$ cat config.mk
export PLATFORM = sky130hd
export DESIGN_NAME = cpu_control_fsm_flat
export DESIGN_NICKNAME = d
export VERILOG_FILES = /design/src/rtl/cpu_control_fsm_if.sv /design/src/rtl/cpu_control_fsm.sv /design/src/flat_wrapper.sv
export SDC_FILE = /design/constraint.sdc
export NUM_CORES = 1
export LEC_CHECK = 0
export BUFFER_PORTS_ARGS = -buffer_cell sky130_fd_sc_hd__buf_2
export CORE_AREA = 5 5 63 65
export CTS_CLUSTER_DIAMETER = 40
export DETAILED_ROUTE_END_ITERATION = 10
export DIE_AREA = 0 0 68 70
export GPL_TIMING_DRIVEN = 0
export MAX_ROUTING_LAYER = met4
export PLACE_DENSITY_LB_ADDON = 0.12
export RECOVER_POWER = 25
export SLEW_MARGIN = 20
export SYNTH_ARGS = -nofsm -noshare
export SYNTH_HDL_FRONTEND = slang
export SYNTH_SLANG_ARGS = --single-unit
$ cat constraint.sdc
create_clock -name clk -period 2.4 [get_ports clk]
set_input_delay 0.24 -clock clk [delete_from_list [all_inputs] [get_ports clk]]
set_output_delay 0.24 -clock clk [all_outputs]
set_load 0.01 [all_outputs]
$ cat src/rtl/cpu_control_fsm_if.sv
// Control bundle between the instruction sequencer and the datapath/memory side.
// master = sequencer (drives control), slave = datapath (drives IR fields and flags).
interface cpu_control_fsm_if;
  logic [2:0] opcode;
  logic [1:0] op;
  logic [2:0] cond;
  logic       N, V, Z;
  logic [2:0] nsel;
  logic       loada, loadb, loadc, loads;
  logic       asel, bsel;
  logic [1:0] vsel;
  logic       write;
  logic       load_ir, load_pc, reset_pc, load_addr, addr_sel;
  logic [1:0] pc_sel;
  logic [1:0] mem_cmd;
  logic       halt, fault;

  modport master (
    input  opcode, op, cond, N, V, Z,
    output nsel, loada, loadb, loadc, loads, asel, bsel, vsel, write,
           load_ir, load_pc, reset_pc, load_addr, addr_sel, pc_sel, mem_cmd, halt, fault
  );
  modport slave (
    output opcode, op, cond, N, V, Z,
    input  nsel, loada, loadb, loadc, loads, asel, bsel, vsel, write,
           load_ir, load_pc, reset_pc, load_addr, addr_sel, pc_sel, mem_cmd, halt, fault
  );
endinterface

$ cat src/rtl/cpu_control_fsm.sv
// Instruction-sequencing Moore FSM with configurable memory wait states,
// call/return branches and a sticky FAULT state for undefined encodings.
module cpu_control_fsm #(
  parameter int MEM_WAIT = 0,
  parameter int CNT_W    = 4
) (
  input  logic clk,
  input  logic reset,
  cpu_control_fsm_if.master bus
);
  typedef enum logic [4:0] {
    S_RESET, S_IF1, S_IF2, S_UPDATE_PC, S_DECODE, S_WRITE_IMM, S_GET_A, S_GET_B,
    S_ALU, S_WRITE_RD, S_CMP, S_ADDR, S_LD_ADDR, S_MEM_RD, S_WR_MDATA, S_GET_RD,
    S_PASS, S_MEM_WR, S_BRANCH, S_LINK, S_JUMP, S_HALT, S_FAULT
  } state_e;

  state_e           state_q, state_d;
  logic [CNT_W-1:0] cnt_q, cnt_d;
  logic             wait_done, taken;

  assign wait_done = (cnt_q == CNT_W'(MEM_WAIT));

  always_comb begin
    case (bus.cond)
      3'b000:  taken = 1'b1;
      3'b001:  taken = bus.Z;
      3'b010:  taken = !bus.Z;
      3'b011:  taken = bus.N != bus.V;
      3'b100:  taken = (bus.N != bus.V) || bus.Z;
      default: taken = 1'b0;
    endcase
  end

  always_ff @(posedge clk) begin
    if (reset) begin
      state_q <= S_RESET;
      cnt_q   <= '0;
    end else begin
      state_q <= state_d;
      cnt_q   <= cnt_d;
    end
  end

  always_comb begin
    state_d = state_q;
    cnt_d   = '0;
    case (state_q)
      S_RESET:     state_d = S_IF1;
      S_IF1: begin
        if (wait_done) state_d = S_IF2;
        else           cnt_d   = cnt_q + 1'b1;
      end
      S_IF2:       state_d = S_UPDATE_PC;
      S_UPDATE_PC: state_d = S_DECODE;
      S_DECODE: begin
        state_d = S_FAULT;
        case (bus.opcode)
          3'b110: if (bus.op == 2'b10) state_d = S_WRITE_IMM;
                  else if (bus.op == 2'b00) state_d = S_GET_B;
          3'b101: state_d = (bus.op == 2'b11) ? S_GET_B : S_GET_A;
          3'b011, 3'b100: if (bus.op == 2'b00) state_d = S_GET_A;
          3'b001: if (bus.op == 2'b00 && bus.cond <= 3'b100)
                    state_d = taken ? S_BRANCH : S_IF1;
          3'b010: if (bus.op == 2'b00) state_d = S_GET_RD;
                  else if (bus.op[1]) state_d = S_LINK;
          3'b111: state_d = S_HALT;
          default: state_d = S_FAULT;
        endcase
      end
      // The IR is stable from IF2 until the next fetch, so later states route on it.
      S_GET_A:     state_d = (bus.opcode == 3'b011 || bus.opcode == 3'b100) ? S_ADDR : S_GET_B;
      S_GET_B:     state_d = (bus.opcode == 3'b101 && bus.op == 2'b01) ? S_CMP : S_ALU;
      S_ALU:       state_d = S_WRITE_RD;
      S_ADDR:      state_d = S_LD_ADDR;
      S_LD_ADDR:   state_d = (bus.opcode == 3'b011) ? S_MEM_RD : S_GET_RD;
      S_MEM_RD: begin
        if (wait_done) state_d = S_WR_MDATA;
        else           cnt_d   = cnt_q + 1'b1;
      end
      S_GET_RD:    state_d = S_PASS;
      S_PASS:      state_d = (bus.opcode == 3'b100) ? S_MEM_WR : S_JUMP;
      S_LINK:      state_d = (bus.op == 2'b11) ? S_BRANCH : S_GET_RD;
      S_WRITE_IMM, S_WRITE_RD, S_CMP, S_WR_MDATA, S_MEM_WR, S_BRANCH, S_JUMP:
                   state_d = S_IF1;
      S_HALT:      state_d = S_HALT;
      S_FAULT:     state_d = S_FAULT;
      default:     state_d = S_FAULT;
    endcase
  end

  always_comb begin
    bus.nsel = 3'b000; bus.loada = 1'b0; bus.loadb = 1'b0; bus.loadc = 1'b0;
    bus.loads = 1'b0; bus.asel = 1'b0; bus.bsel = 1'b0; bus.vsel = 2'b00;
    bus.write = 1'b0; bus.load_ir = 1'b0; bus.load_pc = 1'b0; bus.reset_pc = 1'b0;
    bus.load_addr = 1'b0; bus.addr_sel = 1'b0; bus.pc_sel = 2'b00; bus.mem_cmd = 2'b00;
    bus.halt = 1'b0; bus.fault = 1'b0;
    case (state_q)
      S_RESET:     begin bus.reset_pc = 1'b1; bus.load_pc = 1'b1; end
      S_IF1:       begin bus.addr_sel = 1'b1; bus.mem_cmd = 2'b01; end
      S_IF2:       begin bus.addr_sel = 1'b1; bus.mem_cmd = 2'b01; bus.load_ir = 1'b1; end
      S_UPDATE_PC: bus.load_pc = 1'b1;
      S_WRITE_IMM: begin bus.nsel = 3'b001; bus.vsel = 2'b10; bus.write = 1'b1; end
      S_GET_A:     begin bus.nsel = 3'b001; bus.loada = 1'b1; end
      S_GET_B:     begin bus.nsel = 3'b100; bus.loadb = 1'b1; end
      // MOV reg / MVN take A=0; ADD / AND use the loaded Rn.
      S_ALU:       begin bus.loadc = 1'b1; bus.asel = !(bus.opcode == 3'b101 && !bus.op[0]); end
      S_WRITE_RD:  begin bus.nsel = 3'b010; bus.write = 1'b1; end
      S_CMP:       bus.loads = 1'b1;
      S_ADDR:      begin bus.bsel = 1'b1; bus.loadc = 1'b1; end
      S_LD_ADDR:   bus.load_addr = 1'b1;
      S_MEM_RD:    bus.mem_cmd = 2'b01;
      S_WR_MDATA:  begin bus.mem_cmd = 2'b01; bus.nsel = 3'b010; bus.vsel = 2'b11; bus.write = 1'b1; end
      S_GET_RD:    begin bus.nsel = 3'b010; bus.loadb = 1'b1; end
      S_PASS:      begin bus.asel = 1'b1; bus.loadc = 1'b1; end
      S_MEM_WR:    bus.mem_cmd = 2'b10;
      S_BRANCH:    begin bus.load_pc = 1'b1; bus.pc_sel = 2'b01; end
      S_LINK:      begin bus.nsel = 3'b001; bus.vsel = 2'b01; bus.write = 1'b1; end
      S_JUMP:      begin bus.load_pc = 1'b1; bus.pc_sel = 2'b10; end
      S_HALT:      bus.halt = 1'b1;
      S_FAULT:     bus.fault = 1'b1;
      default:     ;
    endcase
  end
endmodule

$ cat src/flat_wrapper.sv
// flat-port wrapper written by rule: the top's interface ports become plain ports
module cpu_control_fsm_flat 
#(
  parameter int MEM_WAIT = 0,
  parameter int CNT_W    = 4
)
  (clk, reset, bus_opcode, bus_op, bus_cond, bus_N, bus_V, bus_Z, bus_nsel, bus_loada, bus_loadb, bus_loadc, bus_loads, bus_asel, bus_bsel, bus_vsel, bus_write, bus_load_ir, bus_load_pc, bus_reset_pc, bus_load_addr, bus_addr_sel, bus_pc_sel, bus_mem_cmd, bus_halt, bus_fault);
  cpu_control_fsm_if bus_i ();
  input  logic clk;
  input  logic reset;
  input wire logic [$bits(bus_i.opcode)-1:0] bus_opcode;
  input wire logic [$bits(bus_i.op)-1:0] bus_op;
  input wire logic [$bits(bus_i.cond)-1:0] bus_cond;
  input wire logic [$bits(bus_i.N)-1:0] bus_N;
  input wire logic [$bits(bus_i.V)-1:0] bus_V;
  input wire logic [$bits(bus_i.Z)-1:0] bus_Z;
  output wire logic [$bits(bus_i.nsel)-1:0] bus_nsel;
  output wire logic [$bits(bus_i.loada)-1:0] bus_loada;
  output wire logic [$bits(bus_i.loadb)-1:0] bus_loadb;
  output wire logic [$bits(bus_i.loadc)-1:0] bus_loadc;
  output wire logic [$bits(bus_i.loads)-1:0] bus_loads;
  output wire logic [$bits(bus_i.asel)-1:0] bus_asel;
  output wire logic [$bits(bus_i.bsel)-1:0] bus_bsel;
  output wire logic [$bits(bus_i.vsel)-1:0] bus_vsel;
  output wire logic [$bits(bus_i.write)-1:0] bus_write;
  output wire logic [$bits(bus_i.load_ir)-1:0] bus_load_ir;
  output wire logic [$bits(bus_i.load_pc)-1:0] bus_load_pc;
  output wire logic [$bits(bus_i.reset_pc)-1:0] bus_reset_pc;
  output wire logic [$bits(bus_i.load_addr)-1:0] bus_load_addr;
  output wire logic [$bits(bus_i.addr_sel)-1:0] bus_addr_sel;
  output wire logic [$bits(bus_i.pc_sel)-1:0] bus_pc_sel;
  output wire logic [$bits(bus_i.mem_cmd)-1:0] bus_mem_cmd;
  output wire logic [$bits(bus_i.halt)-1:0] bus_halt;
  output wire logic [$bits(bus_i.fault)-1:0] bus_fault;
  assign bus_i.opcode = bus_opcode;
  assign bus_i.op = bus_op;
  assign bus_i.cond = bus_cond;
  assign bus_i.N = bus_N;
  assign bus_i.V = bus_V;
  assign bus_i.Z = bus_Z;
  assign bus_nsel = bus_i.nsel;
  assign bus_loada = bus_i.loada;
  assign bus_loadb = bus_i.loadb;
  assign bus_loadc = bus_i.loadc;
  assign bus_loads = bus_i.loads;
  assign bus_asel = bus_i.asel;
  assign bus_bsel = bus_i.bsel;
  assign bus_vsel = bus_i.vsel;
  assign bus_write = bus_i.write;
  assign bus_load_ir = bus_i.load_ir;
  assign bus_load_pc = bus_i.load_pc;
  assign bus_reset_pc = bus_i.reset_pc;
  assign bus_load_addr = bus_i.load_addr;
  assign bus_addr_sel = bus_i.addr_sel;
  assign bus_pc_sel = bus_i.pc_sel;
  assign bus_mem_cmd = bus_i.mem_cmd;
  assign bus_halt = bus_i.halt;
  assign bus_fault = bus_i.fault;
  cpu_control_fsm #(.MEM_WAIT(MEM_WAIT), .CNT_W(CNT_W)) u_core (.clk(clk), .reset(reset), .bus(bus_i));
endmodule
==> flow_summary.toml, run 1 <==
[clock_network]
cts.repair.resized = 0
clock_path_buffers = 2
post_cts_buffers = 0
htreeDepth = 1
cts-hold-fix-buffers = 0
cts.sink_count = 9
cts_root_buffer = "clkbuf_4"
path_clk_slew_ns = 0.06
insertion_delay_ns = 0.25
cts_buffers = 3
cts_tree = "done"

[critical_path]
cp_max_fo = 10
rrSetupSlack_ns = 0.57
cp-end-kind = "output port"
cp.required_ns = 2.16
critPathKind = "reg2out"
cp-start-kind = "register"
arrival_ns = 1.89
reg2reg_depth = 7
r2r_end = "u_core.state_q[3]"
r2r_start = "u_core.cnt_q[0]"

[floorplanning]
fp.dieH_um = 70
die-area_um2 = 4760
core_area_um2 = 3280
pin_count = 36
num_rows = 21
die_x_um = 68
initial_core_util_pct = 39.4

[cells_and_area]
final_cell_area_um2 = 1550
register_area_um2 = 180
fillers = 354
diodes = 0
syn2layout_area_growth_pct = 19.8
drive_above_1_share_pct = 25.9
multiInputGateArea_um2 = 998
nets = 244

[global_route]
grt_max_degree = 11
antenna_found_initial = 0
track_usage_pct = 16.5
grt_overflow = 0
grt_pass1_vias = 1370
grt_first_pass_wirelength_mm = 6.22

[route]
first_iter_violations = 91
ant_nets = 0
via_per_inst = 5.58
wl_per_cell_um = 13.5
first_pass_iters = 4
wl_mm = 3.70
dr_total_vias = 1530
drc = 0

[sta]
grt_setup_unrepaired = "no"
post-route-period-util_pct = 88.8
worstMarginPinSlew_ns = 0.433
hold_ws_ns = 0.273
skew_ns = 0.00175
max_slew_margin_pct = 71.0
fmax_ghz = 0.469
min_period_ns = 2.13
drv_slew = 0
setup_violations = 0
final-hold-violation-count = 0
tns_ns = 0

[synthesis]
synth_area_um2 = 1290
syn-num-nets = 204
synth_ff_type = "dfxtp_1"
yosys.area_share.xor_xnor_pct = 3.96
synth-adder-area-share_pct = 1.93
ys_seq_area_share_pct = 13.9
ys_ff_latch = 9
synth-edff-count = 0
synth.area.mux_share_pct = 0.773
yosys.area_share.simple_pct = 43.2
synth.distinct_cells = 57
yosys_warnings = 0
async_flop_share_pct = 0
synth_top_family_by_area = "simple AND/OR/NAND/NOR gates"
synth-compound-area-share_pct = 27.2
netlist_instances = 189
synth.avg_cell_area_um2 = 6.85

[placement]
portBuffers = 35
place.gp.congestion = 0.925
dpl_cell_area_um2 = 1530
dpl.hpwl_mm = 2.94

[outcome]
outcome = "finished clean"

[worst_hold_path]
min_to = "u_core.state_q[2]"
hold_depth = 2
hold_path_startpoint = "reset"
min_path_type = "in2reg"

[pwr]
ir_drop_mv = 0.256
leakagePower_nw = 0.636
power_density_nw_per_um2 = 801

[job]
maxCapViolCount = 0
[cell families after synthesis]
family / Yosys count
AOI/OAI and AO/OA: 48
xor gates and xnor gates: 5
adders and majority gates: 2
buffers and inverters: 23
DFF: 9
muxes: 1
and+or+nand+nor: 101
[placed cells by master, fill, tap and decap left out, types with 2 or more instances in the layout]
master | netlist | layout
a211oi_1 | 2 | 2
a31oi_1 | 3 | 3
buf_4 | 2 | 2
a2111oi_2 | 2 | 2
inv_1 | 7 | 7
o32a_1 | 3 | 3
nand2b_1 | 6 | 6
buf_2 | 6 | 39
or4b_1 | 2 | 2
nor4_1 | 2 | 2
clkbuf_1 | 5 | 8
xor2_1 | 3 | 3
a311oi_1 | 2 | 2
o31ai_1 | 2 | 2
nor3_2 | 2 | 2
nand3_1 | 4 | 4
o21bai_1 | 2 | 2
nor3_1 | 11 | 11
nor2b_1 | 6 | 6
and2_1 | 4 | 3
buf_6 | 2 | 2
clkbuf_4 | 0 | 3
nor2_1 | 30 | 30
o21ai_0 | 10 | 10
or3_1 | 3 | 3
nand2_1 | 16 | 16
and4_1 | 2 | 2
a21oi_1 | 10 | 10
dfxtp_1 | 9 | 9
ha_1 | 2 | 2
[worst max path at each step]
stage / from / depth (start not counted) / slack (ns) / end
2_1_floorplan: u_core.state_q[3] / 4 / 0.64 / bus_asel
3_3_place_gp: u_core.state_q[3] / 5 / 0.51 / bus_asel
3_5_place_dp: u_core.state_q[3] / 5 / 0.54 / bus_asel
4_1_cts: u_core.state_q[3] / 5 / 0.28 / bus_asel
5_1_grt: u_core.state_q[3] / 5 / 0.13 / bus_asel
6_report: u_core.state_q[3] / 5 / 0.27 / bus_asel
[synthesized netlist by cell type (3+ instances only)]
cell type	instances	area share, %
a21oi_1	10	3.9
a31oi_1	3	1.4
and2_1	4	1.9
buf_2	6	2.3
clkbuf_1	5	1.4
dfxtp_1	9	14
inv_1	7	2.0
nand2_1	16	4.6
nand2b_1	6	2.9
nand3_1	4	1.5
nor2_1	30	8.7
nor2b_1	6	2.9
nor3_1	11	4.3
o21ai_0	10	3.9
o32a_1	3	2.3
or3_1	3	1.4
xor2_1	3	2.0
[area by class of cell]
cell class	count	share of cell area [%]
multi-input combinational	157	64.4
timing repair buffer	35	11.1
inverter	7	1.69
tap	46	3.71
clock buffer	4	1.69
sequential	9	11.6
buffer	16	5.81
[worst max-delay path: stages, from the launching register on]
cell and delay, ns:
dfxtp_1 0.43, buf_4 0.21, buf_2 0.22, o311ai_0 0.18
a2111oi_0 0.39, buf_2 0.20
[flip-flops by register name, summed over array words and instances (netlist names)]
register / cells
u_core.state_q: 5
u_core.cnt_q: 4
[metal layers]
layer	global-route usage, %	vias to the layer above	wire (um)
li1	-	768	-
met2	24.6	69	1670
met1	23.5	689	1670
met3	1.60	4	322
met5	-	-	0
met4	4.42	0	34
[stage by stage]
| step | util [%] | setup slack [ns] | std cells | power (mW) |
|---|---|---|---|---|
| after floorplan | - | 0.637 | 189 | 0.875 |
| after global placement | 46.5 | 0.512 | 270 | 1.14 |
| after CTS | 47.3 | 0.276 | 274 | 1.24 |
| after detailed placement | 46.5 | 0.543 | 270 | 1.13 |
| after global routing | 47.2 | 0.129 | 274 | 1.35 |
| final | 47.2 | 0.269 | 274 | 1.24 |
[power breakdown]
part / switching, mW / internal [mW] / leakage (nW)
Combinational: 0.545 / 0.373 / 0.548
Clock: 0.0499 / 0.0639 / 0.0150
Sequential: 0.0348 / 0.176 / 0.0732
Power figures use the tool's default switching activity.
==> run 2, diff against run 1 <==
--- a/config.mk
+++ b/config.mk
@@ -6,10 +6,12 @@
 export NUM_CORES = 1
 export LEC_CHECK = 0
 export BUFFER_PORTS_ARGS = -buffer_cell sky130_fd_sc_hd__buf_2
-export CORE_AREA = 5 5 63 65
+export CELL_PAD_IN_SITES_DETAIL_PLACEMENT = 0
+export CELL_PAD_IN_SITES_GLOBAL_PLACEMENT = 1
+export CORE_AREA = 5 5 64 66
 export CTS_CLUSTER_DIAMETER = 40
 export DETAILED_ROUTE_END_ITERATION = 10
-export DIE_AREA = 0 0 68 70
+export DIE_AREA = 0 0 69 71
 export GPL_TIMING_DRIVEN = 0
 export MAX_ROUTING_LAYER = met4
 export PLACE_DENSITY_LB_ADDON = 0.12
==> run 2 against run 1 <==
  * Sequential share of layout area barely moved
  * Clock power barely moved
  * First-iteration DRC count fell by 41%
  * Critical path depth did not move
  * Die area rose by 2.9%
  * Worst setup slack got worse by 0.0077 ns
  * Critical path type unchanged
  * Largest cell class unchanged
  * Largest power group unchanged
  * Highest routed layer unchanged
==> flow_summary.toml, run 2 (synthesis results as in run 1) <==
[sta]
drv_slew = 0
min_period_ns = 2.14
final-hold-violation-count = 0
setup_ws_ns = 0.261
tns_ns = 0
worstMarginPinSlew_ns = 0.516
skew_ns = 0.00322
fmax_ghz = 0.468
setup_violations = 0
post-route-period-util_pct = 89.1
grt_setup_unrepaired = "no"
max_slew_margin_pct = 65.5

[job]
maxCapViolCount = 0

[placement]
dpl_cell_area_um2 = 1530
pre_cts_slack_ns = 0.427
place.gp.congestion = 0.867
portBuffers = 35
placed_cells_incl_taps = 272
dpl.hpwl_mm = 3.32

[route]
first_pass_iters = 4
via_per_inst = 5.49
ant_nets = 0
wl_per_cell_um = 15.0
dr_total_vias = 1515
drc = 0
wl_mm = 4.14
first_iter_violations = 54

[critical_path]
critPathKind = "reg2out"
cp-start-kind = "register"
rrSetupSlack_ns = 0.42
cp-end-kind = "output port"
r2r_start = "u_core.cnt_q[0]"
r2r_end = "u_core.state_q[0]"
reg2reg_depth = 7
arrival_ns = 1.90
cp.required_ns = 2.16
cp_max_fo = 10

[pwr]
leakagePower_nw = 0.633
power_density_nw_per_um2 = 813
ir_drop_mv = 0.349
total_power_mw = 1.26

[clock_network]
cts_tree = "done"
cts-hold-fix-buffers = 0
htreeDepth = 1
cts_buffers = 3
clock_path_buffers = 2
cts_root_buffer = "clkbuf_4"
insertion_delay_ns = 0.26
cts.repair.resized = 0
path_clk_slew_ns = 0.06
cts.sink_count = 9
post_cts_buffers = 0

[cells_and_area]
nets = 244
diodes = 0
reg.largest.list = "u_core.state_q (5), u_core.cnt_q (4)"
final_cells = 276
fillers = 404
drive_above_1_share_pct = 25.4
syn2layout_area_growth_pct = 19.9
mostFrequentLayoutCell = "buf_2"
final_cell_area_um2 = 1550
top_register = "u_core.state_q"
final_cell_mix = "buf_2, nor2_1, nand2_1"
largest_reg_flops = 5

[global_route]
grt_max_degree = 11
track_usage_pct = 17.9
grt_pass1_vias = 1522
grt_overflow = 0
grt_first_pass_wirelength_mm = 7.14
antenna_found_initial = 0

[floorplanning]
core_area_um2 = 3520
die_x_um = 69
die-area_um2 = 4900
fp.dieH_um = 71
initial_core_util_pct = 36.8
num_rows = 22
pin_count = 36

[worst_hold_path]
hold_path_startpoint = "reset"
min_path_type = "in2reg"
hold_depth = 2
min_to = "u_core.state_q[2]"

[outcome]
outcome = "finished clean"
run 2: changes by cell type in the layout (fill, tap and decap cells not counted), sizes merged:
cell,previous run,this run
clkbuf,11,12
buf,44,43
run 2: worst max-delay path, stage by stage, from the launching register on:
cell,delay (ns)
dfxtp_1,0.42
buf_4,0.21
buf_2,0.23
o311ai_0,0.19
a2111oi_0,0.40
buf_2,0.20
run 2: final cells by class:
class                   count  area, um^2  area share (%)
multi-input cells         157         998            64.3
flip-flops and latches      9         180            11.6
repair buffers             35         171            11.0
plain buffers              16        90.1            5.80
well taps                  48        60.1            3.87
clock buffers               4        26.3            1.69
inverters                   7        26.3            1.69
run 2: routing by layer:
metal,up-vias,wire [um],global-route usage [%]
met5,-,0,-
met4,0,140,6.94
met3,18,263,3.69
met2,51,1980,30.2
met1,680,1760,20.7
li1,766,-,-
run 2: how the worst max path moves through the flow:
stage	startpoint	end	slack, ns	depth (start not counted)
floorplan	u_core.state_q[3]	bus_asel	0.64	4
global placement	u_core.cnt_q[0]	u_core.state_q[0]	0.51	7
detailed placement	u_core.cnt_q[0]	u_core.state_q[0]	0.43	7
CTS	u_core.state_q[3]	bus_asel	0.25	5
global route	u_core.state_q[2]	bus_load_pc	0.12	8
finish	u_core.state_q[3]	bus_asel	0.26	5
run 2: power breakdown:
group          total [mW]  switching [mW]  internal (mW)
Combinational       0.938           0.565          0.374
Sequential          0.210          0.0336          0.176
Clock               0.114          0.0499         0.0639
run 2: per-stage QoR:
step	hold slack, ns	util (%)
global placement	0.453	43.4
floorplan	0.310	-
CTS	0.262	44.2
global route	0.260	44.1
finish	0.259	44.1
detailed placement	0.467	43.4
